## config.mk

```make
export PLATFORM = sky130hd
export DESIGN_NAME = pc_sequencer
export DESIGN_NICKNAME = d
export VERILOG_FILES = /design/src/rtl/pc_sequencer.sv
export SDC_FILE = /design/constraint.sdc
export NUM_CORES = 1
export LEC_CHECK = 0
export CAP_MARGIN = 20
export CELL_PAD_IN_SITES_DETAIL_PLACEMENT = 0
export CELL_PAD_IN_SITES_GLOBAL_PLACEMENT = 1
export CORE_MARGIN = 1
export CORE_UTILIZATION = 24
export CTS_CLUSTER_DIAMETER = 50
export DETAILED_ROUTE_END_ITERATION = 6
export PLACE_DENSITY_LB_ADDON = 0.1
export SYNTH_ARGS = -nofsm -noshare
export SYNTH_HDL_FRONTEND = slang
export SYNTH_SLANG_ARGS = --single-unit
export TNS_END_PERCENT = 20
```

## constraint.sdc

```tcl
create_clock -name clk -period 1.6 [get_ports clk]
set_input_delay 0.32 -clock clk [delete_from_list [all_inputs] [get_ports clk]]
set_output_delay 0.32 -clock clk [all_outputs]
set_load 0.02 [all_outputs]
```

## src/rtl/pc_sequencer.sv

```systemverilog
// pc_sequencer -- program-counter sequencer with optional return stack.
//
// Purpose: a registered program counter. Each cycle it does one of the
// following: holds, returns from the stack, calls, branches (absolute or
// relative) or increments.
//
// Configuration macro: PC_SEQUENCER_RETURN_STACK_EN
//   defined   - the LIFO return stack plus the call/ret handling and the
//               sticky overflow/underflow flags are built.
//   undefined - call and ret are ignored. stack_depth, overflow and
//               underflow are tied to 0, and no stack storage exists.
//
// Parameters:
//   AW     program-counter / address width in bits (2..32)
//   DEPTH  return-stack entries (1..16)
//
// Ports:
//   clk              in   rising-edge clock
//   reset            in   synchronous active-high reset (pc <= start_address)
//   start_address    in   AW   pc value loaded on reset
//   halt             in   hold all state
//   branch_enable    in   take a branch this cycle
//   branch_relative  in   1: branch_address is a signed offset from pc
//   branch_address   in   AW   branch target/offset, also the call target
//   call             in   push pc+1 and jump to branch_address
//   ret              in   pop the return stack into pc
//   pc               out  AW   current program counter (registered)
//   stack_depth      out  number of valid stack entries (registered)
//   overflow         out  sticky: call attempted with the stack full
//   underflow        out  sticky: ret attempted with the stack empty
module pc_sequencer #(
  parameter int AW    = 4,
  parameter int DEPTH = 4
) (
  input  logic                         clk,
  input  logic                         reset,
  input  logic [AW-1:0]                start_address,
  input  logic                         halt,
  input  logic                         branch_enable,
  input  logic                         branch_relative,
  input  logic [AW-1:0]                branch_address,
  input  logic                         call,
  input  logic                         ret,
  output logic [AW-1:0]                pc,
  output logic [$clog2(DEPTH+1)-1:0]   stack_depth,
  output logic                         overflow,
  output logic                         underflow
);

  localparam int DW = $clog2(DEPTH + 1);

  logic [AW-1:0] pc_q, pc_d;
  logic [AW-1:0] pc_inc;

  assign pc_inc = pc_q + AW'(1);

`ifdef PC_SEQUENCER_RETURN_STACK_EN
  // The index width is kept at least 1 bit so that DEPTH=1 still has a
  // legal index.
  localparam int IW = (DEPTH > 1) ? $clog2(DEPTH) : 1;

  logic [AW-1:0] stack_mem [DEPTH];
  logic [DW-1:0] depth_q, depth_d;
  logic          overflow_q, overflow_d;
  logic          underflow_q, underflow_d;
  logic          push_en;
  logic [IW-1:0] push_idx;
  logic [IW-1:0] top_idx;

  assign push_idx = IW'(depth_q);
  assign top_idx  = IW'(depth_q - DW'(1));
`else
  // call and ret have no effect in this build.
  logic unused_stack_inputs;
  assign unused_stack_inputs = call ^ ret;
`endif

  always_comb begin
    pc_d = pc_q;
`ifdef PC_SEQUENCER_RETURN_STACK_EN
    depth_d     = depth_q;
    overflow_d  = overflow_q;
    underflow_d = underflow_q;
    push_en     = 1'b0;
`endif
    if (!halt) begin
`ifdef PC_SEQUENCER_RETURN_STACK_EN
      // ret wins over call when both are asserted together.
      if (ret) begin
        if (depth_q != '0) begin
          pc_d    = stack_mem[top_idx];
          depth_d = depth_q - DW'(1);
        end else begin
          underflow_d = 1'b1;
          pc_d        = pc_inc;
        end
      end else if (call) begin
        if (depth_q < DW'(DEPTH)) begin
          push_en = 1'b1;
          depth_d = depth_q + DW'(1);
          pc_d    = branch_address;
        end else begin
          overflow_d = 1'b1;
          pc_d       = pc_inc;
        end
      end else
`endif
      if (branch_enable) begin
        // A relative branch is plain modular addition. An offset with the
        // top bit set therefore moves pc backwards.
        pc_d = branch_relative ? (pc_q + branch_address) : branch_address;
      end else begin
        pc_d = pc_inc;
      end
    end
  end

  always_ff @(posedge clk) begin
    if (reset) begin
      pc_q <= start_address;
`ifdef PC_SEQUENCER_RETURN_STACK_EN
      depth_q     <= '0;
      overflow_q  <= 1'b0;
      underflow_q <= 1'b0;
`endif
    end else begin
      pc_q <= pc_d;
`ifdef PC_SEQUENCER_RETURN_STACK_EN
      depth_q     <= depth_d;
      overflow_q  <= overflow_d;
      underflow_q <= underflow_d;
`endif
    end
  end

`ifdef PC_SEQUENCER_RETURN_STACK_EN
  // The stack entries are never reset. An entry is only read below
  // depth_q, and reset returns depth_q to zero, so stale data is never
  // returned.
  always_ff @(posedge clk) begin
    if (push_en && !reset) begin
      stack_mem[push_idx] <= pc_inc;
    end
  end

  assign stack_depth = depth_q;
  assign overflow    = overflow_q;
  assign underflow   = underflow_q;
`else
  assign stack_depth = '0;
  assign overflow    = 1'b0;
  assign underflow   = 1'b0;
`endif

  assign pc = pc_q;

endmodule
```

Word level (Yosys, flattened, before mapping)

Cells that the tools add are included.

Equal/unequal tests: 1
$add $sub $neg: 2
Muxes and demuxes: 4

Operators with widths:

| cell                                                           | number |
|---|---|
| 4-bit two-way mux                                              | 4 |
| 4-bit by 1-bit adder with 4-bit output (second input constant) | 1 |
| 4-bit adder                                                    | 1 |
| 2-bit != test (second input constant)                          | 1 |

Bits in registers: 4
Output and inout bits: 9

Depth between registers and ports, before layout

Word-level depth: 5
Depth in mapped cells: 7
Mapped depth without buffers: 7

Worst setup path before layout

No wires, ideal clock.

Path kind: reg2reg
Start point: register pc_q[0], in the netlist pc[0]
End point: register pc_q[2], in the netlist pc[2] (data pin)
Period minus slack after synthesis: 1.938 ns
Required time: 1.340 ns
Data arrival time: 1.678 ns
Slack: -0.338 ns
Stages on the path, launching flop included: 8
Cell sequence: edfxtp_1 -> ha_1 -> inv_1 -> fa_1 -> xnor2_1 -> mux2_2 -> a21oi_1 -> o21ai_0

Cells in the longest elaborated chain, start to end: 5

Ends and longest elaborated chain:

| what                     | RTL line | text |
|---|---|---|
| start: declaration       | 52       | `logic [AW-1:0] pc_q, pc_d;` |
| start signal: assignment | 120      | `pc_q <= start_address;` |
| start signal: assignment | 127      | `pc_q <= pc_d;` |
| 4-bit adder              | 111      | `pc_d = branch_relative ? (pc_q + branch_address) : branch_address;` |
| 4-bit two-way mux        | 111      |  |
| 4-bit two-way mux (*)    | 108      | `if (branch_enable) begin` |
| 4-bit two-way mux (*)    | 86       | `if (!halt) begin` |
| 4-bit two-way mux (*)    | 119      | `if (reset) begin` |

Every way passes the cells marked *; elsewhere a longest branch is shown, timed or not. The select of a mux whose other input is x is not followed.
A chain may end at the register's enable or synchronous reset.

Worst setup path in the final report

Ends and elaborated chain as after synthesis.

==> results.md <==
- H-tree lvl count: 1
- Routed wire length per instance: about 9.4 µm
- Core Area: between 0.0015 and 0.002 mm²
- DRC: 0
- Die ar.: roughly 0.0021 mm²
- Sink Count: 4
- Sequential element share of the synthesized area: 0.262
- Synth warnings: 0
- Multi-input gate area: roughly 330 µm²
- RSZ-0062 raised after global routing: true
- Power Dens Cells: 691 mW/mm²
- HPWL Detailed: between 800 and 900 µm
- Die Span Y: around 46 µm
- CTS root buffer: clkbuf_4
- R2R depth: 7
- Fill cells: 188
- Area added between synthesis and finish: 62.1%
- FP Rows: 15
- Mean Syn Cell Area: ~9.2 µm²
- Tot GR Track Use: 0.110
- Number of distinct library cells after synthesis: 23
- Routed WL: about 950 µm
- Nets: between 90 and 100
- PortBufs: 16
- Crit share post-route: 1.09
- FF+latch count, synth: 4
- Static leakage: between 0.3 and 0.4 nW
- Post-layout min period: about 1.7 ns
- Final hold violations: 0
- Max-cap violations: 0
- Mapped Cells: 50
- Clk_skew: ~0.0064 ns
- Placed Area: around 700 µm²
- CTS tree: built
- Buffer depth of the longest clock path: 2
- Area share of the largest cell type after synthesis: 0.262
- Hold Path Depth: 3
- Setup CP Type: reg -> reg
- Largest register FFs: 4
- Final setup margin: -0.144 ns
- Setup TNS Final: -0.191 ns
- Initial cell density of the core: 0.260
- Register cell area after layout: ~120 µm²
- Initial antenna violation count: 0
- Worst-Skew Late Latency: between 0.2 and 0.25 ns
- Pre-antenna DRT Iters: 3
- Max Transition Viols Final: 0
- Run status: finished with violations
- First-iteration detailed-routing DRC count: 1
- Most frequent cells in the layout: clkdlybuf4s50_1 (9), buf_4 (9), conb_1 (5), dlygate4sd2_1 (5)
- Max Clk Rate: around 570 MHz
- Routability Congestion: roughly 0.74
- Main area contributors after synthesis: edfxtp_1 (26%), ha_1 (11%), buf_4 (8.2%)
- CP Max Fanout: 2
- Number of global-route vias before repair: 396
- Final ANT Viol Nets: 0
- Vias per cell: 3.98
- Worst Path Required: between 1.5 and 2 ns
- Number of setup violations in the final report: 3
- Grt ovf: 0
- Post-CTS Setup Inserts: 0
- Cell Area, Synth: 459 µm²
- Synth area leader: edfxtp_1
- Chip Width: about 46 µm
- Worst VDD drop: approximately 0.50 mV
- Failing checks: negative setup slack
- I/O pin count: 24
- CTS Buf Count: 3
- Clk pin slew, worst setup/hold paths: 0.03 ns
- CP endpoint kind: flop
- First-pass GRT wire length: 1640 µm
- Cell area after layout: 744 µm²
- Startpoint types: flop
- Largest register by flop count: pc
- Min-delay worst type: in -> reg
- Final Power: 514 µW
- Regs by FF count: pc: 4 flops
- Data arrival, critical path: about 1.7 ns
- Vias: ~400
- Share of cells above drive strength 1: 0.342
- Antenna Cells: 0
- Pin count of the biggest net entering global routing: 8
==> worst paths after layout <==
path,start,end,slack (ns)
hold / removal,start_address[0],pc[0],0.75
hold reg to reg,pc[0],pc[0],0.85
setup / recovery,pc[0],pc[2],-0.14
setup reg to reg,pc[0],pc[2],-0.14
==> layer usage <==
metal / part of all wire / GRT usage / vias up
met4: 0 / 0.0353 / 0
met2: 0.48 / 0.183 / 13
met5: 0 / 0 / -
met1: 0.48 / 0.148 / 169
met3: 0.045 / 0.0119 / 0
li1: - / - / 220
==> cells in the mapped netlist, drive strengths merged <==
| library cell | instances |
|---|---|
| nor3b | 1 |
| nor2 | 4 |
| a21oi | 5 |
| nand3 | 2 |
| xnor2 | 2 |
| conb | 1 |
| and4 | 1 |
| fa | 1 |
| edfxtp | 4 |
| inv | 4 |
| nand2 | 4 |
| ha | 4 |
| xor2 | 1 |
| nor4 | 1 |
| o21ai | 2 |
| o2111ai | 1 |
| buf | 6 |
| mux2i | 2 |
| mux2 | 2 |
| o2bb2ai | 1 |
| nand2b | 1 |
==> metrics by stage <==
step | utilization | hold slack (ns) | setup slack (ns) | instances
4_1_cts | 0.419 | 0.748 | -0.155 | 101
6_report | 0.422 | 0.755 | -0.144 | 101
3_5_place_dp | 0.394 | 0.858 | -0.626 | 98
2_1_floorplan | - | 0.507 | -0.288 | 54
5_1_grt | 0.422 | 0.786 | -0.219 | 101
3_3_place_gp | 0.394 | 0.858 | -0.595 | 98
==> area by class of cell <==
| type | instances | share of cell area |
|---|---|---|
| Clock buffer | 3 | 0.0303 |
| Timing Repair Buffer | 25 | 0.304 |
| Inverter | 4 | 0.0202 |
| Tap cell | 25 | 0.0420 |
| Sequential cell | 4 | 0.161 |
| Multi-Input combinational cell | 40 | 0.442 |
==> cells by family (layout without fill, tap and decap cells) <==
| family | Yosys count | count (layout) | synth area share |
|---|---|---|---|
| compound gates | 9 | 9 | 0.123 |
| xor+xnor | 3 | 3 | 0.0572 |
| fa+ha+maj | 5 | 5 | 0.153 |
| buf+inv | 10 | 32 | 0.125 |
| flops | 4 | 4 | 0.262 |
| mux | 4 | 4 | 0.0926 |
| other cells | 1 | 5 | 0.00817 |
| simple gates | 14 | 14 | 0.180 |
==> worst max-delay path, cell delays in order (launching register included) <==
cell and delay, ns:
edfxtp_1 0.36, ha_2 0.19, inv_2 0.04, fa_2 0.32, xnor2_1 0.13, mux2_4 0.26, a21oi_2 0.13, o21ai_1 0.07
==> power breakdown <==
part	total [mW]	switching [mW]	internal, mW
sequential	0.147	0.0131	0.134
combinational	0.247	0.112	0.134
clock	0.121	0.0371	0.0836
==> timing repair <==
item	in CTS	in global routing
pin swaps	6	2
hold buffers	0	0
setup endpoints to repair	5	5
hold endpoints to repair	0	0
gates resized for setup	13	2
Note: power is estimated with default switching activity, not from simulation.
